[src/rtl/seg_scan_mux.sv]
// seg_scan_mux: time-multiplexed scan driver for a multi-digit seven-segment
// display (eight segment lines including the decimal point). Each digit gets a
// slot of 2^DIV_W clocks. A frame is DIGITS slots.
//
// The segment patterns and blank mask are copied into shadow registers only at
// the end of a frame, and once on the first clock after reset. Input changes at
// any other time therefore never tear a frame.
//
// Optional feature: define DIM_PWM_EN to enable brightness dimming. Within each
// slot the digit is then driven only while the top four prescaler bits are
// <= brightness, which gives a duty of (brightness+1)/16. Without the macro the
// brightness input is ignored and every digit is driven for the whole slot.
//
// Every output is registered. seg_out, sel_out and frame_tick show the scan
// state of the previous clock.

module seg_scan_mux #(
  parameter int DIGITS      = 6,
  parameter int DIV_W       = 16,
  parameter bit SEL_ACT_LOW = 1'b1
) (
  input  logic                  clk,
  input  logic                  rst,
  input  logic [8*DIGITS-1:0]   seg_in,
  input  logic [DIGITS-1:0]     blank_mask,
  input  logic [3:0]            brightness,
  output logic [7:0]            seg_out,
  output logic [DIGITS-1:0]     sel_out,
  output logic                  frame_tick
);

  localparam int                IDX_W    = (DIGITS > 1) ? $clog2(DIGITS) : 1;
  localparam logic [DIV_W-1:0]  P_LAST   = {DIV_W{1'b1}};
  localparam logic [DIV_W-1:0]  P_ONE    = {{(DIV_W-1){1'b0}}, 1'b1};
  localparam logic [IDX_W-1:0]  I_LAST   = IDX_W'(DIGITS - 1);
  localparam logic [IDX_W-1:0]  I_ONE    = {{(IDX_W-1){1'b0}}, 1'b1};
  localparam logic [DIGITS-1:0] SEL_IDLE = SEL_ACT_LOW ? {DIGITS{1'b1}} : {DIGITS{1'b0}};

  // scan state
  logic [DIV_W-1:0]    p_q;
  logic [DIV_W-1:0]    p_d;
  logic [IDX_W-1:0]    idx_q;
  logic [IDX_W-1:0]    idx_d;
  logic                first_q;

  // frame shadows
  logic [8*DIGITS-1:0] shadow_seg_q;
  logic [DIGITS-1:0]   shadow_blank_q;

  // decode
  logic                slot_end;
  logic                frame_end;
  logic                capture;
  logic                pwm_on;
  logic [7:0]          cur_seg;
  logic                cur_blank;
  logic [DIGITS-1:0]   cur_onehot;
  logic                digit_on;

  // next output values
  logic [7:0]          seg_d;
  logic [DIGITS-1:0]   sel_d;

  assign slot_end  = (p_q == P_LAST);
  assign frame_end = slot_end && (idx_q == I_LAST);
  // first_q covers the first clock after reset. After that, capture happens
  // only on the frame boundary.
  assign capture   = first_q || frame_end;

`ifdef DIM_PWM_EN
  assign pwm_on = (p_q[DIV_W-1 -: 4] <= brightness);
`else
  // Dimming is not built in. brightness only feeds this dead-end net so that
  // the port stays present on the interface.
  logic unused_brightness;
  assign unused_brightness = ^brightness;
  assign pwm_on = 1'b1;
`endif

  // Prescaler and slot index advance. The slot index wraps explicitly at
  // DIGITS-1, so codes above DIGITS-1 are never reached.
  always_comb begin
    p_d   = p_q + P_ONE;
    idx_d = idx_q;
    if (slot_end) begin
      if (idx_q == I_LAST) begin
        idx_d = '0;
      end else begin
        idx_d = idx_q + I_ONE;
      end
    end
  end

  // Scan state registers. first_q is set during reset and clears after the
  // first clock that follows reset release.
  always_ff @(posedge clk or negedge rst) begin
    if (!rst) begin
      p_q     <= '0;
      idx_q   <= '0;
      first_q <= 1'b1;
    end else begin
      p_q     <= p_d;
      idx_q   <= idx_d;
      first_q <= 1'b0;
    end
  end

  // Shadow capture. The capture at the frame boundary lands on the same edge
  // where the index wraps to 0, so the new values first apply in slot 0.
  always_ff @(posedge clk or negedge rst) begin
    if (!rst) begin
      shadow_seg_q   <= '0;
      shadow_blank_q <= '0;
    end else if (capture) begin
      shadow_seg_q   <= seg_in;
      shadow_blank_q <= blank_mask;
    end
  end

  // Select the current digit's pattern, blank bit and one-hot position with a
  // compare loop. A variable part-select would be out of range for the unused
  // index codes.
  always_comb begin
    cur_seg    = 8'h00;
    cur_blank  = 1'b1;
    cur_onehot = '0;
    for (int k = 0; k < DIGITS; k++) begin
      if (idx_q == IDX_W'(k)) begin
        cur_seg       = shadow_seg_q[8*k +: 8];
        cur_blank     = shadow_blank_q[k];
        cur_onehot[k] = 1'b1;
      end
    end
  end

  assign digit_on = !cur_blank && pwm_on;

  // Output drive for the current state. An inactive digit releases every
  // select line and every segment line.
  always_comb begin
    seg_d = 8'h00;
    sel_d = SEL_IDLE;
    if (digit_on) begin
      seg_d = cur_seg;
      sel_d = SEL_IDLE ^ cur_onehot;
    end
  end

  // Output registers, one clock behind the scan state.
  always_ff @(posedge clk or negedge rst) begin
    if (!rst) begin
      seg_out    <= 8'h00;
      sel_out    <= SEL_IDLE;
      frame_tick <= 1'b0;
    end else begin
      seg_out    <= seg_d;
      sel_out    <= sel_d;
      frame_tick <= frame_end;
    end
  end

endmodule

[config.mk]
export PLATFORM = sky130hd
export DESIGN_NAME = seg_scan_mux
export DESIGN_NICKNAME = d
export VERILOG_FILES = /design/src/rtl/seg_scan_mux.sv
export SDC_FILE = /design/constraint.sdc
export NUM_CORES = 1
export LEC_CHECK = 0
export ABC_AREA = 1
export BUFFER_PORTS_ARGS = -buffer_cell sky130_fd_sc_hd__buf_2
export CAP_MARGIN = 20
export CORE_MARGIN = 2
export CORE_UTILIZATION = 50
export CTS_CLUSTER_SIZE = 24
export DETAILED_ROUTE_END_ITERATION = 12
export PLACE_DENSITY = 0.83
export SYNTH_ARGS = -nofsm -noshare
export SYNTH_HDL_FRONTEND = slang
export SYNTH_SLANG_ARGS = --single-unit
[constraint.sdc]
create_clock -name clk -period 1.8 [get_ports clk]
set_input_delay 0.09 -clock clk [delete_from_list [all_inputs] [get_ports clk]]
set_output_delay 0.09 -clock clk [all_outputs]
set_load 0.005 [all_outputs]
==> results_dict.tcl <==
set metrics [dict create \
    synth-adder-area-share 0.00630 \
    synth.most_common_cell "sky130_fd_sc_hd__nand2_1" \
    grt-ovfl-total 0 \
    status "finished, final reports clean" \
    drt_pass1_iterations 5 \
    synthesis.nets 521 \
    cts_inserted_buffers 9 \
    via_count_of_the_first_global_routing_pass 3462 \
    muxShareOfSynthArea 0 \
    detailedRoute.firstIterationViolations 177 \
    final_routed_drc_violation_total 0 \
    critical_path_class "reg -> reg" \
    chipHeight_um 93.1 \
    number_of_buffers_and_inverters_on_the_critical_path 1 \
    cp_top_family "simple AND/OR/NAND/NOR gates" \
    row_count 32 \
    worst_setup_margin_ns 0.111 \
    fin_cells 702 \
    grt_start_max_net_pins 90 \
    drv_cap 0 \
    number_of_placed_instances_taps_included 626 \
    cp-end-kind "flop" \
    hpwlAfterDp_um 6010 \
    clk_pin_slew_worst_paths_ns 0.08 \
    final_max_slew_viol_count 0 \
    mappedNetlistArea_um2 3970 \
    synth-xor-area-share 0.0331 \
    setup_viol 0 \
    floorplan_die_area_um2 8670 \
    portBuffers 70 \
    synth.top_cell.area_share 0.517 \
    ys_top_cells_by_count "sky130_fd_sc_hd__nand2_1 (146), sky130_fd_sc_hd__dfrtp_1 (82), sky130_fd_sc_hd__nand3_1 (59), sky130_fd_sc_hd__inv_1 (47), sky130_fd_sc_hd__o21ai_0 (32)" \
    multiInputGateArea_um2 1490 \
    ys_seq_elements 89 \
    drive_above_1_share 0.217 \
    period_share 0.939 \
    data_arrival_at_the_endpoint_of_the_critical_path_ns 1.96 \
    pre_cts_ws_ns 0.0146 \
    area.sequential_um2 2240 \
    boundaryPins 75 \
    timing.critical_path.required_ns 2.07 \
    cp_slowest_stage_delay_ns 0.41 \
    power_mw 4.26 \
    grt_antenna_before_repair 0 \
    drt-vias-per-instance 5.08 \
    yosysUniqueCellTypes 30 \
    ys_top_cells_by_area "sky130_fd_sc_hd__dfrtp_1 (52%), sky130_fd_sc_hd__nand2_1 (14%), sky130_fd_sc_hd__nand3_1 (7.4%), sky130_fd_sc_hd__dfstp_2 (4.6%), sky130_fd_sc_hd__inv_1 (4.4%)" \
    drt_wl_total_um 9910 \
    critical_path_peak_fanout 14 \
    clockBufferDepth 2 \
    timing.critical_path.cells "ha_4 -> nand3_4 -> nor3_4 -> nand2_2 -> nor2_4 -> nand2_4 -> nand2_8 -> buf_12 -> nand2_1 -> o21ai_0" \
    netlist_instances 459 \
    critical_path_cell_with_the_highest_stage_delay "sky130_fd_sc_hd__dfrtp_1" \
    powerDensity_nw_per_um2 785 \
    num_vias 3567 \
    worst_skew_pair.late_latency_ns 0.37 \
    period_minus_slack_ns 1.69 \
    placeableCoreArea_um2 7730 \
    post-route-util 0.702 \
    clock_skew_ns 0.00817 \
    rsz0062_at_grt "yes" \
    post_synth_edffs 0 \
    gpl.final_weighted_congestion 0.783 \
    area.growth.synth_to_final_pct 36.5 \
    leakagePower_nw 2.82 \
    antenna_cells 0 \
    synth.yosys.warnings 0 \
    final.setup.tns_ns 0 \
    fillers 558 \
    grt_pass1_wl_um 15600 \
    dominant_combinational_cell_family_by_area_after_synthesis "simple AND/OR/NAND/NOR gates" \
    netlist.top_cell.by_area "sky130_fd_sc_hd__dfrtp_1" \
    initial_utilization 0.514 \
    syn_avg_cell_area_um2 8.65 \
    seq_area_frac_synth 0.563 \
    cts-htree-levels 3 \
    wl_per_cell_um 14.1 \
    crit_start_category "flop" \
    synth_compound_gate_area_share 0.0542 \
    die_span_in_x_um 93.1 \
    postSynth.topFlopCell "sky130_fd_sc_hd__dfrtp_1" \
    report.final.hold_viol_count 0 \
    postSynth.asyncResetShare 1.00 \
    finish.net_count 657 \
    yosys.area_share.simple 0.267 \
    max_freq_mhz 592 \
    cts_tree "yes" \
    max-vdd-ir-drop_v 0.000478 \
    numClockSinks 89 \
    grt_util_all_layers 0.232 \
    cts.root.buffer_cell "sky130_fd_sc_hd__clkbuf_8" \
    drtAntennaViolNets 0 \
    hold_path.class "in -> async" \
]
[state kept, by name (all words and copies together) (netlist names)]
register / count
shadow_blank_q: 6
sel_out: 6
first_q: 1
shadow_seg_q: 48
p_q: 16
seg_out: 8
idx_q: 3
frame_tick: 1
[report_power, final]
group	switching [mW]	leakage (nW)	total, mW	internal (mW)
clock	0.700	0.117	1.56	0.861
sequential	0.0586	1.09	2.19	2.13
combinational	0.259	1.61	0.509	0.250
total	1.02	2.82	4.26	3.24
[stage by stage]
step	hold slack (ns)	instance area [µm²]
6_report	0.298	5420
5_1_grt	0.353	5420
4_1_cts	0.320	5310
3_5_place_dp	0.166	4510
3_3_place_gp	0.158	4510
2_1_floorplan	-0.206	3970
[routing by layer]
layer / part of all wire / track usage
met1: 0.42 / 0.293
met2: 0.49 / 0.385
met3: 0.051 / 0.0492
met4: 0.033 / 0.107
met5: 0 / 0
[cell type report]
cell class,count,share of cell area
clock buffers,12,0.0286
multi-input cells,301,0.274
inverters,48,0.0332
flip-flops and latches,89,0.413
well taps,102,0.0235
repair buffers,146,0.214
clock inverters,4,0.0136
[final timing paths]
path	startpoint	end	slack, ns	depth (start not counted)
min	rst	shadow_seg_q[8]$_DFFE_PN0P_	0.30	3
max	p_q[0]$_DFF_PN0_	shadow_blank_q[4]$_DFFE_PN0P_	0.11	10
min in group clk	seg_in[32]	shadow_seg_q[32]$_DFFE_PN0P_	0.45	4
min reg2reg	p_q[14]$_DFF_PN0_	p_q[14]$_DFF_PN0_	0.47	1
max reg2reg	p_q[0]$_DFF_PN0_	shadow_blank_q[4]$_DFFE_PN0P_	0.11	10
max in group asynchronous	rst	first_q$_DFF_PN1_	1.14	3
[layout by cell type (no fill, tap or decap), drive strengths merged]
cell	Yosys	routed
nand2	149	149
buf	15	89
dfrtp	82	82
nand3	60	60
dlygate4sd3	0	55
inv	48	49
o21ai	32	32
nor2	14	14
clkbuf	6	14
xor2	11	11
a21oi	11	11
nand4	8	8
dfstp	7	7
nor3	7	7
xnor2	4	4
bufinv	0	2
ha	2	2
nor4	1	1
nand3b	1	1
clkinv	0	1
conb	1	1
[worst min-delay path: stages]
cell and delay (ns):
sky130_fd_sc_hd__dlygate4sd3_1 0.53, sky130_fd_sc_hd__buf_4 0.11, sky130_fd_sc_hd__buf_12 0.36
[logic make-up after synthesis]
| family | count (synthesis) |
|---|---|
| other | 1 |
| XOR/XNOR | 15 |
| flip-flops | 89 |
| buffers and inverters | 69 |
| AND/OR/NAND/NOR | 240 |
| adder cells (fa/ha/maj) | 2 |
| AO/OA/AOI/OAI | 43 |
[what timing repair did]
action                     4_1_cts  5_1_grt
buffers inserted                 0        3
hold endpoints to repair       136        0
setup endpoints to repair        2       64
hold buffers                    55        0
gates cloned                     0        2
resized for setup                2       13
pin swaps                        0        2
Note: power is estimated with default switching activity, not from simulation.
